### config.mk
export PLATFORM = sky130hd
export DESIGN_NAME = acc_job_scheduler_flat
export DESIGN_NICKNAME = d
export VERILOG_FILES = /design/src/rtl/acc_job_scheduler_if.sv /design/src/rtl/acc_job_scheduler.sv /design/src/flat_wrapper.sv
export SDC_FILE = /design/constraint.sdc
export NUM_CORES = 1
export LEC_CHECK = 0
export ABC_CLOCK_PERIOD_IN_PS = 3900
export CORE_ASPECT_RATIO = 1.75
export CORE_MARGIN = 2
export CORE_UTILIZATION = 45
export CTS_BUF_LIST = sky130_fd_sc_hd__clkbuf_2
export CTS_CLUSTER_DIAMETER = 100
export CTS_CLUSTER_SIZE = 10
export DETAILED_ROUTE_END_ITERATION = 10
export PLACE_DENSITY = 0.68
export SLEW_MARGIN = 0
export SYNTH_ARGS = -nofsm -noshare
export SYNTH_HDL_FRONTEND = slang
export SYNTH_SLANG_ARGS = --single-unit
### constraint.sdc
create_clock -name clk -period 3.9 [get_ports clk]
set_input_delay 0.78 -clock clk [delete_from_list [all_inputs] [get_ports clk]]
set_output_delay 0.78 -clock clk [all_outputs]
set_load 0.1 [all_outputs]
### src/rtl/acc_job_scheduler_if.sv
// -----------------------------------------------------------------------------
// acc_job_scheduler_if
// Host-to-scheduler job submission channel (valid/ready handshake).
//   job_valid        host presents a job
//   job_ready        scheduler can accept a job this cycle
//   job_instruction  job opcode word, 0 = NOP (rejected by the scheduler)
//   job_offset       job RAM base address
//   job_filesize     job length in words
// master = host side, slave = scheduler side.
// -----------------------------------------------------------------------------
interface acc_job_scheduler_if;
  logic        job_valid;
  logic        job_ready;
  logic [31:0] job_instruction;
  logic [31:0] job_offset;
  logic [31:0] job_filesize;

  modport master (
    output job_valid,
    output job_instruction,
    output job_offset,
    output job_filesize,
    input  job_ready
  );

  modport slave (
    input  job_valid,
    input  job_instruction,
    input  job_offset,
    input  job_filesize,
    output job_ready
  );
endinterface

### src/rtl/acc_job_scheduler.sv
// -----------------------------------------------------------------------------
// acc_job_scheduler
// Job queue and sequencer in front of dc_router_top. Host jobs are buffered in
// a DEPTH-entry FIFO and issued one at a time on instruction/offset/filesize.
// A job ends when acc_done rises or the watchdog expires; the router is then
// returned to NOP and the next job waits until acc_done has fallen.
// Ports:
//   clk          system clock, rising edge
//   reset        synchronous, active-low reset
//   job          job submission channel (slave side)
//   acc_done     level from router PLA, high when the active job is complete
//   instruction  to router instruction input (0 = NOP)
//   offset       to router offset input
//   filesize     to router filesize input
//   busy         high while a job is running or being cleared
//   job_done     one-cycle pulse on normal completion
//   job_timeout  one-cycle pulse on watchdog abort
//   job_reject   one-cycle pulse when a NOP job is accepted and discarded
//   queue_count  number of jobs stored in the FIFO
// -----------------------------------------------------------------------------
module acc_job_scheduler #(
  parameter int          PTR_W          = 2,
  parameter int unsigned TIMEOUT_CYCLES = 65535
) (
  input  logic                  clk,
  input  logic                  reset,
  acc_job_scheduler_if.slave    job,
  input  logic                  acc_done,
  output logic [31:0]           instruction,
  output logic [31:0]           offset,
  output logic [31:0]           filesize,
  output logic                  busy,
  output logic                  job_done,
  output logic                  job_timeout,
  output logic                  job_reject,
  output logic [PTR_W:0]        queue_count
);

  localparam int              DEPTH     = 1 << PTR_W;
  localparam logic [PTR_W:0]  DEPTH_CNT = (PTR_W + 1)'(DEPTH);
  localparam logic [PTR_W:0]  CNT_ONE   = (PTR_W + 1)'(1);
  localparam logic [PTR_W-1:0] PTR_ONE  = PTR_W'(1);
  localparam logic [31:0]     WDOG_LAST = 32'(TIMEOUT_CYCLES - 1);

  typedef enum logic [1:0] {IDLE, RUN, CLEAR} state_t;

  state_t            state_reg, state_next;
  logic [95:0]       fifo_mem [DEPTH];
  logic [PTR_W-1:0]  wr_ptr_reg, rd_ptr_reg;
  logic [PTR_W:0]    count_reg, count_next;
  logic [31:0]       wdog_reg, wdog_next;
  logic [31:0]       instr_reg, instr_next;
  logic [31:0]       offset_reg, offset_next;
  logic [31:0]       filesize_reg, filesize_next;
  logic              busy_reg, done_reg, timeout_reg, reject_reg;
  logic              done_next, timeout_next;
  logic              ready, handshake, push, pop;
  logic [95:0]       head_job;

  // Ready looks only at the stored count, so a full queue stays closed even
  // in a cycle where the head is being popped.
  assign ready         = (count_reg < DEPTH_CNT);
  assign job.job_ready = ready;
  assign handshake     = job.job_valid & ready;
  assign push          = handshake & (job.job_instruction != 32'd0);
  assign head_job      = fifo_mem[rd_ptr_reg];

  always_comb begin
    state_next    = state_reg;
    wdog_next     = wdog_reg;
    instr_next    = instr_reg;
    offset_next   = offset_reg;
    filesize_next = filesize_reg;
    done_next     = 1'b0;
    timeout_next  = 1'b0;
    pop           = 1'b0;
    case (state_reg)
      IDLE: begin
        instr_next = 32'd0;
        if (count_reg != '0) begin
          pop           = 1'b1;
          instr_next    = head_job[95:64];
          offset_next   = head_job[63:32];
          filesize_next = head_job[31:0];
          wdog_next     = 32'd0;
          state_next    = RUN;
        end
      end
      RUN: begin
        // Completion wins over the watchdog when both land on the same edge.
        if (acc_done) begin
          state_next = CLEAR;
          done_next  = 1'b1;
          instr_next = 32'd0;
        end else if (wdog_reg == WDOG_LAST) begin
          state_next   = CLEAR;
          timeout_next = 1'b1;
          instr_next   = 32'd0;
        end else begin
          wdog_next = wdog_reg + 32'd1;
        end
      end
      CLEAR: begin
        instr_next = 32'd0;
        if (!acc_done) state_next = IDLE;
      end
      default: state_next = IDLE;
    endcase
  end

  always_comb begin
    count_next = count_reg;
    if (push && !pop)      count_next = count_reg + CNT_ONE;
    else if (!push && pop) count_next = count_reg - CNT_ONE;
  end

  always_ff @(posedge clk) begin
    if (!reset) begin
      state_reg    <= IDLE;
      wr_ptr_reg   <= '0;
      rd_ptr_reg   <= '0;
      count_reg    <= '0;
      wdog_reg     <= 32'd0;
      instr_reg    <= 32'd0;
      offset_reg   <= 32'd0;
      filesize_reg <= 32'd0;
      busy_reg     <= 1'b0;
      done_reg     <= 1'b0;
      timeout_reg  <= 1'b0;
      reject_reg   <= 1'b0;
    end else begin
      state_reg    <= state_next;
      count_reg    <= count_next;
      wdog_reg     <= wdog_next;
      instr_reg    <= instr_next;
      offset_reg   <= offset_next;
      filesize_reg <= filesize_next;
      busy_reg     <= (state_next != IDLE);
      done_reg     <= done_next;
      timeout_reg  <= timeout_next;
      reject_reg   <= handshake & (job.job_instruction == 32'd0);
      if (push) wr_ptr_reg <= wr_ptr_reg + PTR_ONE;
      if (pop)  rd_ptr_reg <= rd_ptr_reg + PTR_ONE;
    end
  end

  // Storage has no reset; validity is tracked by the pointers and count.
  always_ff @(posedge clk) begin
    if (push) fifo_mem[wr_ptr_reg] <= {job.job_instruction, job.job_offset, job.job_filesize};
  end

  assign instruction = instr_reg;
  assign offset      = offset_reg;
  assign filesize    = filesize_reg;
  assign busy        = busy_reg;
  assign job_done    = done_reg;
  assign job_timeout = timeout_reg;
  assign job_reject  = reject_reg;
  assign queue_count = count_reg;

endmodule

### src/flat_wrapper.sv
// flat-port wrapper written by rule: the top's interface ports become plain ports
module acc_job_scheduler_flat 
#(
  parameter int          PTR_W          = 2,
  parameter int unsigned TIMEOUT_CYCLES = 65535
)
  (clk, reset, acc_done, instruction, offset, filesize, busy, job_done, job_timeout, job_reject, queue_count, job_job_valid, job_job_instruction, job_job_offset, job_job_filesize, job_job_ready);
  acc_job_scheduler_if job_i ();
  input  logic clk;
  input  logic reset;
  input  logic acc_done;
  output logic [31:0] instruction;
  output logic [31:0] offset;
  output logic [31:0] filesize;
  output logic busy;
  output logic job_done;
  output logic job_timeout;
  output logic job_reject;
  output logic [PTR_W:0] queue_count;
  input wire logic [$bits(job_i.job_valid)-1:0] job_job_valid;
  input wire logic [$bits(job_i.job_instruction)-1:0] job_job_instruction;
  input wire logic [$bits(job_i.job_offset)-1:0] job_job_offset;
  input wire logic [$bits(job_i.job_filesize)-1:0] job_job_filesize;
  output wire logic [$bits(job_i.job_ready)-1:0] job_job_ready;
  assign job_i.job_valid = job_job_valid;
  assign job_i.job_instruction = job_job_instruction;
  assign job_i.job_offset = job_job_offset;
  assign job_i.job_filesize = job_job_filesize;
  assign job_job_ready = job_i.job_ready;
  acc_job_scheduler #(.PTR_W(PTR_W), .TIMEOUT_CYCLES(TIMEOUT_CYCLES)) u_core (.clk(clk), .reset(reset), .job(job_i), .acc_done(acc_done), .instruction(instruction), .offset(offset), .filesize(filesize), .busy(busy), .job_done(job_done), .job_timeout(job_timeout), .job_reject(job_reject), .queue_count(queue_count));
endmodule
# [After elaboration in Yosys (flattened, before gate mapping)]
# Memories as Yosys holds them, arrays and structs flattened. A register that Yosys moved wholly into a read port is not among the register bits.
# Cells that the tools add are included.
[totals] inputBits=100 register_bits=141 mem_count=1 ramBits=384 out_inout_bits=104
[classes] magnitude_cmp=1 add_sub_neg=5 n_eq_ne=7 muxes=23 n_bitwise=5 n_reduce_logical=17
[memory_table] memory="u_core.fifo_mem" depth=4 width=96 read_ports=1 rd_clocked_by_memory_dff=1 write_ports=1 line="acc_job_scheduler.sv:48" source="logic [95:0] fifo_mem [DEPTH];"
[ops] op="32-bit two-way mux" count=6
[ops] op="32-bit one-hot mux with 3 select lines" count=1
[ops] op="32-bit one-hot mux with 2 select lines" count=1
[ops] op="32-bit by 1-bit adder with 32-bit output, second input constant" count=1
[ops] op="32-bit by 16-bit == test with 1-bit output, second input constant" count=1
[ops] op="32-bit zero test" count=1
[ops] op="32-bit nonzero test" count=1
[ops] op="2-bit two-way mux" count=6
[ops] op="1-bit two-way mux" count=6
[ops] op="3-bit two-way mux" count=2
[ops] op="2-bit one-hot mux with 3 select lines" count=1
[ops] op="2-bit AND reduction" count=3
[ops] op="2-bit nonzero test" count=3
[ops] op="3-bit nonzero test" count=2
[ops] op="2-bit by 1-bit adder with 2-bit output, second input constant" count=2
[ops] op="2-bit inequality test, second input constant" count=2
[ops] op="4-bit AND reduction" count=1
[ops] op="3-bit by 1-bit adder with 3-bit output, second input constant" count=1
[ops] op="1-bit bitwise AND" count=3
[ops] op="3-bit < comparator, second input constant" count=1
[ops] op="3-bit by 2-bit inequality test with 1-bit output, second input constant" count=1
[ops] op="3-bit OR reduction" count=1
[ops] op="3-bit by 1-bit subtractor with 3-bit output, second input constant" count=1
[ops] op="2-bit by 1-bit == test with 1-bit output, second input constant" count=1
[ops] op="6 further kinds" count=9

# [Depth between registers and ports, before layout]
[logic_depth] word_depth=7 ltp_mapped=11

# [Worst setup path after synthesis]
# Ideal clock, no wire load.
[synth_path] path_kind="register -> register" startpoint="reg u_core.count_reg[2] (netlist: u_core.queue_count[2])" endpoint="mem u_core.fifo_mem[1][0], enable pin" setup_ns=0.466 path_buffers=0 arrival_time_ns=4.276 setup_slack_ns=-0.842 stages_incl_launch_ff=5 period_less_slack_ns=4.742 required_time_ns=3.434 path_cell_list="dfxtp_1 -> inv_1 -> nand2_1 -> a21oi_1 -> and2_1"
[synth_between] elab_chain_cells=5
[synth_rtl] element="from (decl)" line="acc_job_scheduler.sv:50" source="logic [PTR_W:0] count_reg, count_next;"
[synth_rtl] element="from (signal assigned)" line="acc_job_scheduler.sv:133" source="count_reg <= count_next;"
[synth_rtl] element="3-bit < comparator" line="acc_job_scheduler.sv:62" source="assign ready = (count_reg < DEPTH_CNT);"
[synth_rtl] element="net job_job_ready" line="flat_wrapper.sv:24" source="output wire logic [$bits(job_i.job_ready)-1:0] job_job_ready;"
[synth_rtl] element="1-bit bitwise AND" line="acc_job_scheduler.sv:64" source="assign handshake = job.job_valid & ready;"
[synth_rtl] element="1-bit bitwise AND" line="acc_job_scheduler.sv:65" source="assign push = handshake & (job.job_instruction != 32'd0);"
[synth_rtl] element="net u_core.push" line="acc_job_scheduler.sv:57" source="logic ready, handshake, push, pop;"
[synth_rtl] element="1-bit two-way mux" line="acc_job_scheduler.sv:149" source="if (push) fifo_mem[wr_ptr_reg] <= {job.job_instruction, job.job_offset, job.job_filesize};"
[synth_rtl] element="1-bit two-way mux (implied by the code)" line="acc_job_scheduler.sv:149"
[synth_rtl] element="to (decl)" line="acc_job_scheduler.sv:48"
# The timed path passes the listed nets, and every way through them passes these cells.

# [Worst setup path in the final report]
[layout_path] startpoint="reg u_core.count_reg[1] (netlist: u_core.queue_count[1])" endpoint="out queue_count[1]"
[layout_lines] element="to (decl)" line="flat_wrapper.sv:19" source="output logic [PTR_W:0] queue_count;"
# No word-level cell between the ends.

==> out/metrics.yaml <==
sta:
  slew_headroom: 0.236
  setup_violations: 0
  tightest_slew_ns: 1.14
  drv_slew: 0
  clock.fmax_mhz: 291
  finalSetupTns_ns: 0
  hold_viol: 0
  finalClockSkew_ns: 0.0769
  finalCritPeriodShare: 0.882
  period_minus_slack_ns: 3.44
  finalWorstSetupSlack_ns: 0.459
  rsz0062_at_grt: "false"
cts:
  clock-root-buffer: "clkbuf_2"
  cts_hold_buf: 0
  htreeDepth: 2
  cts.path.max_buffers: 3
  clkTransAtPathRegs_ns: 0.19
  cts-resized-gates: 0
  cts_buffers: 58
  cts_setup_buffers: 0
  clk-insertion-delay-late_ns: 0.97
  cts_tree: "done"
  cts_sinks: 527
synthesis:
  synth_warnings: 0
  yosys-top-cells-area: "edfxtp_1, dfxtp_1, mux4_2"
  syn_area_um2: 19600
  synth_edf_count: 384
  syn-num-nets: 1339
  synth.top_cell.area_share: 0.588
  synth_cell_types: 43
  synth_top_area_cell: "edfxtp_1"
  async_flop_share: 0
  syn_avg_cell_area_um2: 16.0
  synth_seq_cells: 527
  yosysSeqAreaShare: 0.733
  syn_inst: 1226
  ys.flop_type: "edfxtp_1"
worst_setup_path:
  crit_cells: 1
  critical_path.max_fanout: 5
  setup.worst_path.end_class: "output port"
  cp.required_ns: 3.12
  timing.rr.end: "u_core.queue_count[2]$_SDFFE_PN0P_"
  arrival_ns: 2.66
  cp-start-kind: "flop"
  crit_chain: "clkdlybuf4s50_1"
  rrSetupSlack_ns: 1.21
  max_stage_delay_ns: 1.18
  path_buf_inv: 1
  rr_worst_depth: 9
  crit_family: "buffers and inverters"
  worstSetupPathType: "reg2out"
  crit_path_top_delay_cell: "clkdlybuf4s50_1"
  r2r-start: "u_core.queue_count[0]$_SDFFE_PN0P_"
run_status:
  outcome: "complete, no violations"
grt:
  gr-usage-met1: 0.225
  busiest_layer: "met2"
  met3_usage: 0.0281
  antenna_found_initial: 8
  grt_pass1_vias: 11700
  grt-ovfl-total: 0
  grt_start_max_net_pins: 68
  track_usage: 0.191
  grt.met2_usage: 0.345
  grt_pass1_wl_mm: 66.3
power_and_ir_drop:
  cellLeakagePower_uw: 0.00735
  ir_drop_uv: 514
  power.density_nw_per_um2: 717
drt:
  wire_per_inst_um: 20.7
  first_iter_violations: 696
  via_count: 11200
  ant_nets: 0
  first_pass_iters: 4
  routed_wirelength_mm: 42.8
  drc_errors: 0
  vias_per_cell: 5.42
floorplanning:
  die-width_um: 162
  dieHeight_um: 280
  io_pins: 204
  core_um2: 43200
  die_area_um2: 45400
  rows: 101
  start_util: 0.454
placed_design:
  portBuffers: 203
  dpl_cell_area_um2: 22400
  place_ws_ns: 0.326
  placed_cells: 1952
  routabilityCongestion: 0.757
  dp_hpwl_mm: 26.0
finish:
  largest-register: "u_core.fifo_mem"
  stdcell_count: 2070
  largest_reg_flops: 384
  syn_to_final_growth_pct: 17.3
  nFillCells: 3630
  design_area_um2: 23000
  multiInputGateArea_um2: 4930
  final_nets: 1559
  ff_latch_area_um2: 14400
  drive_gt1_frac: 0.166
worst_hold_path:
  hold_depth: 1
  holdCritPathClass: "in2reg"
  hp-start: "job_job_offset[29]"
  min_to: "u_core.fifo_mem[0][61]$_DFFE_PP_"
run:
  maxCapViolCount: 0
==> worst max-delay path by stage <==
stage | from | to | slack (ns)
5_1_grt | u_core.queue_count[0]$_SDFFE_PN0P_ | queue_count[0] | 0.29
6_report | u_core.queue_count[1]$_SDFFE_PN0P_ | queue_count[1] | 0.46
3_3_place_gp | job_job_instruction[3] | u_core.fifo_mem[3][61]$_DFFE_PP_ | 0.37
2_1_floorplan | u_core.queue_count[2]$_SDFFE_PN0P_ | u_core.fifo_mem[0][0]$_DFFE_PP_ | 0.20
4_1_cts | u_core.queue_count[1]$_SDFFE_PN0P_ | queue_count[1] | 0.33
3_5_place_dp | job_job_instruction[3] | u_core.fifo_mem[1][60]$_DFFE_PP_ | 0.33
==> stage by stage <==
step / hold WS [ns] / power, µW / utilization
after floorplan: 0.455 / 12400 / -
after global placement: 0.443 / 14200 / 0.519
after detailed placement: 0.447 / 14300 / 0.519
after CTS: 0.258 / 16700 / 0.532
after global routing: 0.290 / 17300 / 0.533
final: 0.423 / 16500 / 0.533
==> cell usage after synthesis (4+ instances only) <==
| cell type | number |
|---|---|
| buf_2 | 5 |
| or3_1 | 13 |
| nand4_1 | 11 |
| nor2_1 | 19 |
| mux4_2 | 96 |
| clkbuf_1 | 49 |
| nor4_1 | 14 |
| nor3_1 | 10 |
| inv_1 | 16 |
| nand2_1 | 179 |
| xor2_1 | 5 |
| a21oi_1 | 94 |
| buf_1 | 11 |
| o21a_1 | 4 |
| o21ai_0 | 46 |
| and4_1 | 8 |
| or4_1 | 16 |
| ha_1 | 12 |
| and2_1 | 6 |
| edfxtp_1 | 384 |
| nand3_1 | 40 |
| dfxtp_1 | 143 |
| o31ai_1 | 10 |
==> per-layer routing <==
layer	vias up	part of all wire
li1	5189	-
met1	5684	0.39
met2	271	0.53
met3	81	0.041
met4	0	0.032
met5	-	0
==> logic make-up (layout without fill, tap and decap cells) <==
family / Yosys count / count (layout) / share of synthesized area
other: 0 / 9 / 0
AOI/OAI and AO/OA: 163 / 163 / 0.0447
adders and majority gates: 13 / 13 / 0.00867
muxes: 99 / 99 / 0.112
and+or+nand+nor: 332 / 332 / 0.0807
DFF: 527 / 527 / 0.733
buffers and inverters: 84 / 353 / 0.0172
xor gates and xnor gates: 8 / 8 / 0.00357
==> final cells by class <==
type	count	area share
Antenna cell	9	0.000978
Clock buffer	106	0.0230
Clock inverter	3	0.000707
Inverter	16	0.00261
Multi-Input combinational cell	615	0.214
Sequential cell	527	0.626
Tap cell	566	0.0308
Timing Repair Buffer	228	0.102
==> cells in the final DEF (no fill, tap or decap), drive strengths merged, types with 4 or more instances in the layout <==
cell,count
clkdlybuf4s50,203
o31ai,10
or4,16
o21ai,47
a21oi,94
mux4,96
inv,17
edfxtp,384
nor2,19
and2,7
buf,25
xor2,5
ha,12
nor3,10
diode,9
or3,15
nand3,40
nand4,11
and4,8
o21a,4
nor4,14
dfxtp,143
nand2,179
clkbuf,106
==> report_power, final <==
group | switching (µW) | total [µW] | internal (µW)
sequential | 479 | 7330 | 6850
combinational | 4830 | 6730 | 1900
clock | 1750 | 2440 | 692
total | 7050 | 16500 | 9440
(Power assumes the default switching activity.)
